### src/rtl/tnoc_vc_scheduler_pkg.sv
// Shared types and helpers for the tnoc virtual-channel scheduler.
// Holds the FSM state encoding and the credit-counter width rule.
package tnoc_vc_scheduler_pkg;

  typedef enum logic {
    IDLE   = 1'b0,
    LOCKED = 1'b1
  } sched_state_e;

  // A counter must hold every value 0..depth inclusive.
  function automatic int credit_width(input int depth);
    return $clog2(depth + 1);
  endfunction

endpackage

### src/rtl/tnoc_vc_scheduler_if.sv
// VC-side handshake bundle between the VC FIFOs, downstream credit path and scheduler.
interface tnoc_vc_scheduler_if #(
  parameter int CHANNELS = 2
);
  logic [CHANNELS-1:0] i_valid;
  logic [CHANNELS-1:0] i_tail;
  logic [CHANNELS-1:0] o_ready;
  logic [CHANNELS-1:0] o_grant;
  logic                o_valid;
  logic [CHANNELS-1:0] i_credit_return;
  logic                o_credit_error;

  modport master (
    output i_valid, i_tail, i_credit_return,
    input  o_ready, o_grant, o_valid, o_credit_error
  );

  modport slave (
    input  i_valid, i_tail, i_credit_return,
    output o_ready, o_grant, o_valid, o_credit_error
  );
endinterface

### src/rtl/tnoc_credit_counter.sv
// Per-VC downstream credit counter, saturating at the buffer depth.
// overflow pulses when a return arrives with the counter already full.
module tnoc_credit_counter
  import tnoc_vc_scheduler_pkg::*;
#(
  parameter  int CREDITS = 8,
  localparam int CW      = credit_width(CREDITS)
) (
  input  logic          clk,
  input  logic          rst_n,
  input  logic          inc,
  input  logic          dec,
  output logic [CW-1:0] count,
  output logic          overflow
);

  localparam logic [CW-1:0] FULL = CW'(CREDITS);

  logic [CW-1:0] count_q, count_d;

  always_comb begin
    count_d  = count_q;
    overflow = 1'b0;
    if (inc && !dec) begin
      if (count_q == FULL) overflow = 1'b1;
      else                 count_d  = count_q + CW'(1);
    end else if (dec && !inc) begin
      count_d = count_q - CW'(1);
    end
  end

  always_ff @(posedge clk or negedge rst_n) begin
    if (!rst_n) count_q <= FULL;
    else        count_q <= count_d;
  end

  assign count = count_q;

endmodule

### src/rtl/tnoc_vc_scheduler.sv
// Credit-aware round-robin VC scheduler with packet lock: once a VC wins,
// it keeps the output until its tail flit transfers.
module tnoc_vc_scheduler
  import tnoc_vc_scheduler_pkg::*;
#(
  parameter int CHANNELS = 2,
  parameter int CREDITS  = 8
) (
  input logic                clk,
  input logic                rst_n,
  tnoc_vc_scheduler_if.slave vc
);

  localparam int CW = credit_width(CREDITS);
  localparam int PW = (CHANNELS > 1) ? $clog2(CHANNELS) : 1;

  sched_state_e        state_q, state_d;
  logic [CHANNELS-1:0] grant_q, grant_d;
  logic [PW-1:0]       ptr_q, ptr_d;
  logic                err_q, err_d;

  logic [CW-1:0]       credit [CHANNELS];
  logic [CHANNELS-1:0] has_credit;
  logic [CHANNELS-1:0] eligible;
  logic [CHANNELS-1:0] dec;
  logic [CHANNELS-1:0] ovf;
  logic                locked;
  logic                xfer;
  logic                tail_hit;
  logic                found;
  int                  j;

  for (genvar i = 0; i < CHANNELS; i++) begin : g_cc
    tnoc_credit_counter #(.CREDITS(CREDITS)) u_cc (
      .clk      (clk),
      .rst_n    (rst_n),
      .inc      (vc.i_credit_return[i]),
      .dec      (dec[i]),
      .count    (credit[i]),
      .overflow (ovf[i])
    );
    assign has_credit[i] = (credit[i] != '0);
  end

  assign eligible = vc.i_valid & has_credit;
  assign locked   = (state_q == LOCKED);
  assign xfer     = locked & (|(grant_q & vc.i_valid & has_credit));
  assign tail_hit = |(grant_q & vc.i_tail);
  assign dec      = xfer ? grant_q : '0;

  assign vc.o_grant        = grant_q;
  assign vc.o_ready        = locked ? (grant_q & has_credit) : '0;
  assign vc.o_valid        = xfer;
  assign vc.o_credit_error = err_q;

  always_comb begin
    state_d = state_q;
    grant_d = grant_q;
    ptr_d   = ptr_q;
    err_d   = err_q | (|ovf);
    found   = 1'b0;
    j       = 0;
    unique case (state_q)
      IDLE: begin
        // Search starts one past the last winner and wraps.
        for (int k = 1; k <= CHANNELS; k++) begin
          j = int'(ptr_q) + k;
          if (j >= CHANNELS) j = j - CHANNELS;
          for (int i = 0; i < CHANNELS; i++) begin
            if (!found && (i == j) && eligible[i]) begin
              found      = 1'b1;
              grant_d    = '0;
              grant_d[i] = 1'b1;
              ptr_d      = PW'(i);
              state_d    = LOCKED;
            end
          end
        end
      end
      LOCKED: begin
        // Grant is held through credit starvation until the tail leaves.
        if (xfer && tail_hit) begin
          state_d = IDLE;
          grant_d = '0;
        end
      end
    endcase
  end

  always_ff @(posedge clk or negedge rst_n) begin
    if (!rst_n) begin
      state_q <= IDLE;
      grant_q <= '0;
      ptr_q   <= PW'(CHANNELS - 1);
      err_q   <= 1'b0;
    end else begin
      state_q <= state_d;
      grant_q <= grant_d;
      ptr_q   <= ptr_d;
      err_q   <= err_d;
    end
  end

endmodule

### src/flat_wrapper.sv
// flat-port wrapper written by rule: the top's interface ports become plain ports
module tnoc_vc_scheduler_flat import tnoc_vc_scheduler_pkg::*;
#(
  parameter int CHANNELS = 2,
  parameter int CREDITS  = 8
)
  (clk, rst_n, vc_i_valid, vc_i_tail, vc_i_credit_return, vc_o_ready, vc_o_grant, vc_o_valid, vc_o_credit_error);
  tnoc_vc_scheduler_if #(.CHANNELS(CHANNELS)) vc_i ();
  input logic clk;
  input logic rst_n;
  input wire logic [$bits(vc_i.i_valid)-1:0] vc_i_valid;
  input wire logic [$bits(vc_i.i_tail)-1:0] vc_i_tail;
  input wire logic [$bits(vc_i.i_credit_return)-1:0] vc_i_credit_return;
  output wire logic [$bits(vc_i.o_ready)-1:0] vc_o_ready;
  output wire logic [$bits(vc_i.o_grant)-1:0] vc_o_grant;
  output wire logic [$bits(vc_i.o_valid)-1:0] vc_o_valid;
  output wire logic [$bits(vc_i.o_credit_error)-1:0] vc_o_credit_error;
  assign vc_i.i_valid = vc_i_valid;
  assign vc_i.i_tail = vc_i_tail;
  assign vc_i.i_credit_return = vc_i_credit_return;
  assign vc_o_ready = vc_i.o_ready;
  assign vc_o_grant = vc_i.o_grant;
  assign vc_o_valid = vc_i.o_valid;
  assign vc_o_credit_error = vc_i.o_credit_error;
  tnoc_vc_scheduler #(.CHANNELS(CHANNELS), .CREDITS(CREDITS)) u_core (.clk(clk), .rst_n(rst_n), .vc(vc_i));
endmodule
### config.mk
export PLATFORM = sky130hd
export DESIGN_NAME = tnoc_vc_scheduler_flat
export DESIGN_NICKNAME = d
export VERILOG_FILES = /design/src/rtl/tnoc_vc_scheduler_pkg.sv /design/src/rtl/tnoc_vc_scheduler_if.sv /design/src/rtl/tnoc_credit_counter.sv /design/src/rtl/tnoc_vc_scheduler.sv /design/src/flat_wrapper.sv
export SDC_FILE = /design/constraint.sdc
export NUM_CORES = 1
export LEC_CHECK = 0
export ABC_AREA = 1
export BUFFER_PORTS_ARGS = -buffer_cell sky130_fd_sc_hd__buf_2
export CAP_MARGIN = 30
export CORE_MARGIN = 2
export CORE_UTILIZATION = 51
export DETAILED_ROUTE_END_ITERATION = 10
export PLACE_DENSITY = 0.84
export SYNTH_ARGS = -nofsm -noshare
export SYNTH_HDL_FRONTEND = slang
export SYNTH_SLANG_ARGS = --single-unit
### constraint.sdc
create_clock -name clk -period 5.35 [get_ports clk]
set_input_delay 1.605 -clock clk [delete_from_list [all_inputs] [get_ports clk]]
set_output_delay 1.605 -clock clk [all_outputs]
set_load 0.02 [all_outputs]
==> metrics.yaml <==
status: "completed"
setup_viol: 0
hold_path.class: "reg -> reg"
cts_tree: "yes"
end_kind: "output pin"
path_clk_slew_ns: 0.08
ctsHoldBuffers: 0
p_leak_uw: 0.000638
via_per_inst: 5.09
pwr-share-comb_pct: 43.7
setup_tns_ns: 0
period_share_pct: 71.3
period_minus_slack_ns: 3.81
cp_top_family: "buffers and inverters"
clk_latency_ns: 0.28
antennaDiodeCount: 0
yosysTopAreaCellShare_pct: 26.3
clock_power_share_pct: 14.6
drcViolationCount: 0
synth_cells: 111
dp_hpwl_mm: 1.43
cts_setup_buffers: 0
grt_antenna_before_repair: 0
hold_viol: 0
arrival_ns: 2.21
core-area_sq_um: 1750
die_w_um: 47.2
rsz0062_at_grt: "false"
synth-edff-count: 0
async_flop_share_pct: 100
cts_buffers: 3
yosys-top-cells-count: "nand2_1 (27), inv_1 (14), dfrtp_1 (10), nand3_1 (10)"
synth_top_area_cell: "dfrtp_1"
grt_pass1_vias: 705
netlist_top_cells_area: "dfrtp_1 (26%), nand2_1 (11%), dfstp_2 (8.3%)"
sw_frac_of_total_pct: 42.8
grt_max_degree: 14
maxCapViolations: 0
crit_slowest_cell: "buf_2"
die_area_sq_um: 2230
skew_ns: 0.00144
synth_most_common_cell: "nand2_1"
maxSlewHeadroom_pct: 80.4
timing.critical_path.buf_inv: 3
portBuffers: 13
ys_seq_area_share_pct: 34.6
cts_max_level: 1
cts_buffer_depth: 2
drt-initial-drc-count: 12
cts-resized-gates: 0
cts.sinks: 13
core.rowCount: 15
syn_area_sq_um: 951
p_per_area_nw_per_um2: 402
p_int_uw: 247
grt_pass1_wl_mm: 2.89
worst_pin_slew_ns: 0.295
crit_type: "in -> out"
root_buffer: "clkbuf_4"
ant_nets: 0
ios: 14
drtPass1Iterations: 4
fin_util_pct: 61.5
num_vias: 779
max_freq_mhz: 262
syn_area_per_cell_sq_um: 8.57
grt_usage_pct: 19.0
cp_common_cell: "buf_2"
syn_nets: 125
start_util_pct: 54.5
startpoint_type: "input port"
synth_ff_type: "dfrtp_1"
max-vdd-ir-drop_uv: 285
required_ns: 3.74
crit_path_cell_trace: "buf_2 > nand2_1 > inv_1 > nand2_2 > a21oi_1 > buf_2"
switching_power_uw: 185
final_net_count: 143
die_y_um: 47.2
gp_congestion: 0.891
drt-total-wl_mm: 1.73
pwr-share-seq_pct: 41.7
ys_seq_elements: 13
routedWlPerCell_um: 11.3
synth_cell_types: 21
finalMaxSlewViolations: 0
area_growth_pct: 12.9
critPathMaxFanout: 2
synth_warnings: 0
grt-ovfl-total: 0
drive_above_1_share_pct: 29.7
slowest_delay_ns: 0.17
## metal layers
metal | wire length (um) | share of wire [%] | track usage [%] | vias up
li1 | - | - | - | 398
met1 | 736 | 43 | 23.0 | 361
met2 | 917 | 53 | 33.4 | 16
met3 | 54 | 3.1 | 2.31 | 4
met4 | 19 | 1.1 | 8.33 | 0
met5 | 0 | 0 | 0 | -
## registers in the layout, summed over array words and instances (netlist names)
| name | count |
|---|---|
| u_core.vc.o_credit_error | 1 |
| u_core.vc.o_grant | 2 |
| u_core.locked | 1 |
| u_core.g_cc.u_cc.count | 8 |
| u_core.ptr_q | 1 |
## worst min-delay path, cell delays in order (launching register included)
cell	delay [ns]
dfstp_2	0.38
nand2_1	0.06
nand2_1	0.05
## final timing paths
check,start,endpoint,slack (ns),cells after the start
worst max register to register,u_core.g_cc[1].u_cc.count[0],u_core.g_cc[0].u_cc.count[3],3.22,14
worst min register to register,u_core.ptr_q,u_core.ptr_q,0.47,2
worst max-delay path,vc_i_valid[1],vc_o_valid,1.54,6
max in group asynchronous,rst_n,u_core.g_cc[1].u_cc.count[3],3.87,1
min in group asynchronous,rst_n,u_core.g_cc[0].u_cc.count[1],1.20,1
worst min-delay path,u_core.ptr_q,u_core.ptr_q,0.47,2
## layout make-up
| cell class | instances | area (sq um) |
|---|---|---|
| Clock buffer | 4 | 26.3 |
| Multi-Input combinational cell | 84 | 569 |
| Tap cell | 25 | 31.3 |
| Timing Repair Buffer | 13 | 65.1 |
| Inverter | 14 | 52.6 |
| Sequential cell | 13 | 329 |
| Fill cell | 142 | 672 |
## layout by cell type, fill, tap and decap left out, types with 2 or more instances in the layout
| cell type | instances |
|---|---|
| nand2_1 | 27 |
| a21oi_1 | 7 |
| nand3_4 | 2 |
| o21ai_1 | 3 |
| nand2_4 | 7 |
| ha_1 | 4 |
| nand2_2 | 4 |
| dfrtp_1 | 10 |
| clkbuf_4 | 3 |
| nor2_2 | 3 |
| a21o_1 | 3 |
| buf_2 | 13 |
| dfstp_2 | 3 |
| nand3b_2 | 2 |
| inv_1 | 14 |
| xor2_1 | 4 |
| nand4_1 | 2 |
| fa_1 | 2 |
| nand3_1 | 10 |
## power groups by stage
stage	clock [uW]	combinational, uW	sequential, uW
CTS	63.1	190	181
finish	63.1	189	180
global route	65.5	217	187
global placement	0	179	180
floorplan	0	155	174
detailed placement	0	188	182
## per-stage QoR
stage               power (uW)  cells  area [sq um]  hold slack (ns)  setup slack (ns)
floorplan                  329    111           951            0.443              1.60
global placement           359    149          1050            0.461              1.58
detailed placement         370    149          1050            0.463              1.54
CTS                        433    153          1070            0.476              1.53
global route               469    153          1070            0.505              1.48
finish                     432    153          1070            0.474              1.54
## kinds of logic (layout without fill, tap and decap cells)
group	Yosys count	in the layout	synth area share, %
AND/OR/NAND/NOR	59	59	37.8
AO/OA/AOI/OAI	15	15	8.95
buffers and inverters	14	31	5.53
flip-flops	13	13	34.6
adder cells (fa/ha/maj)	6	6	9.47
XOR/XNOR	4	4	3.68
Power figures use the tool's default switching activity.
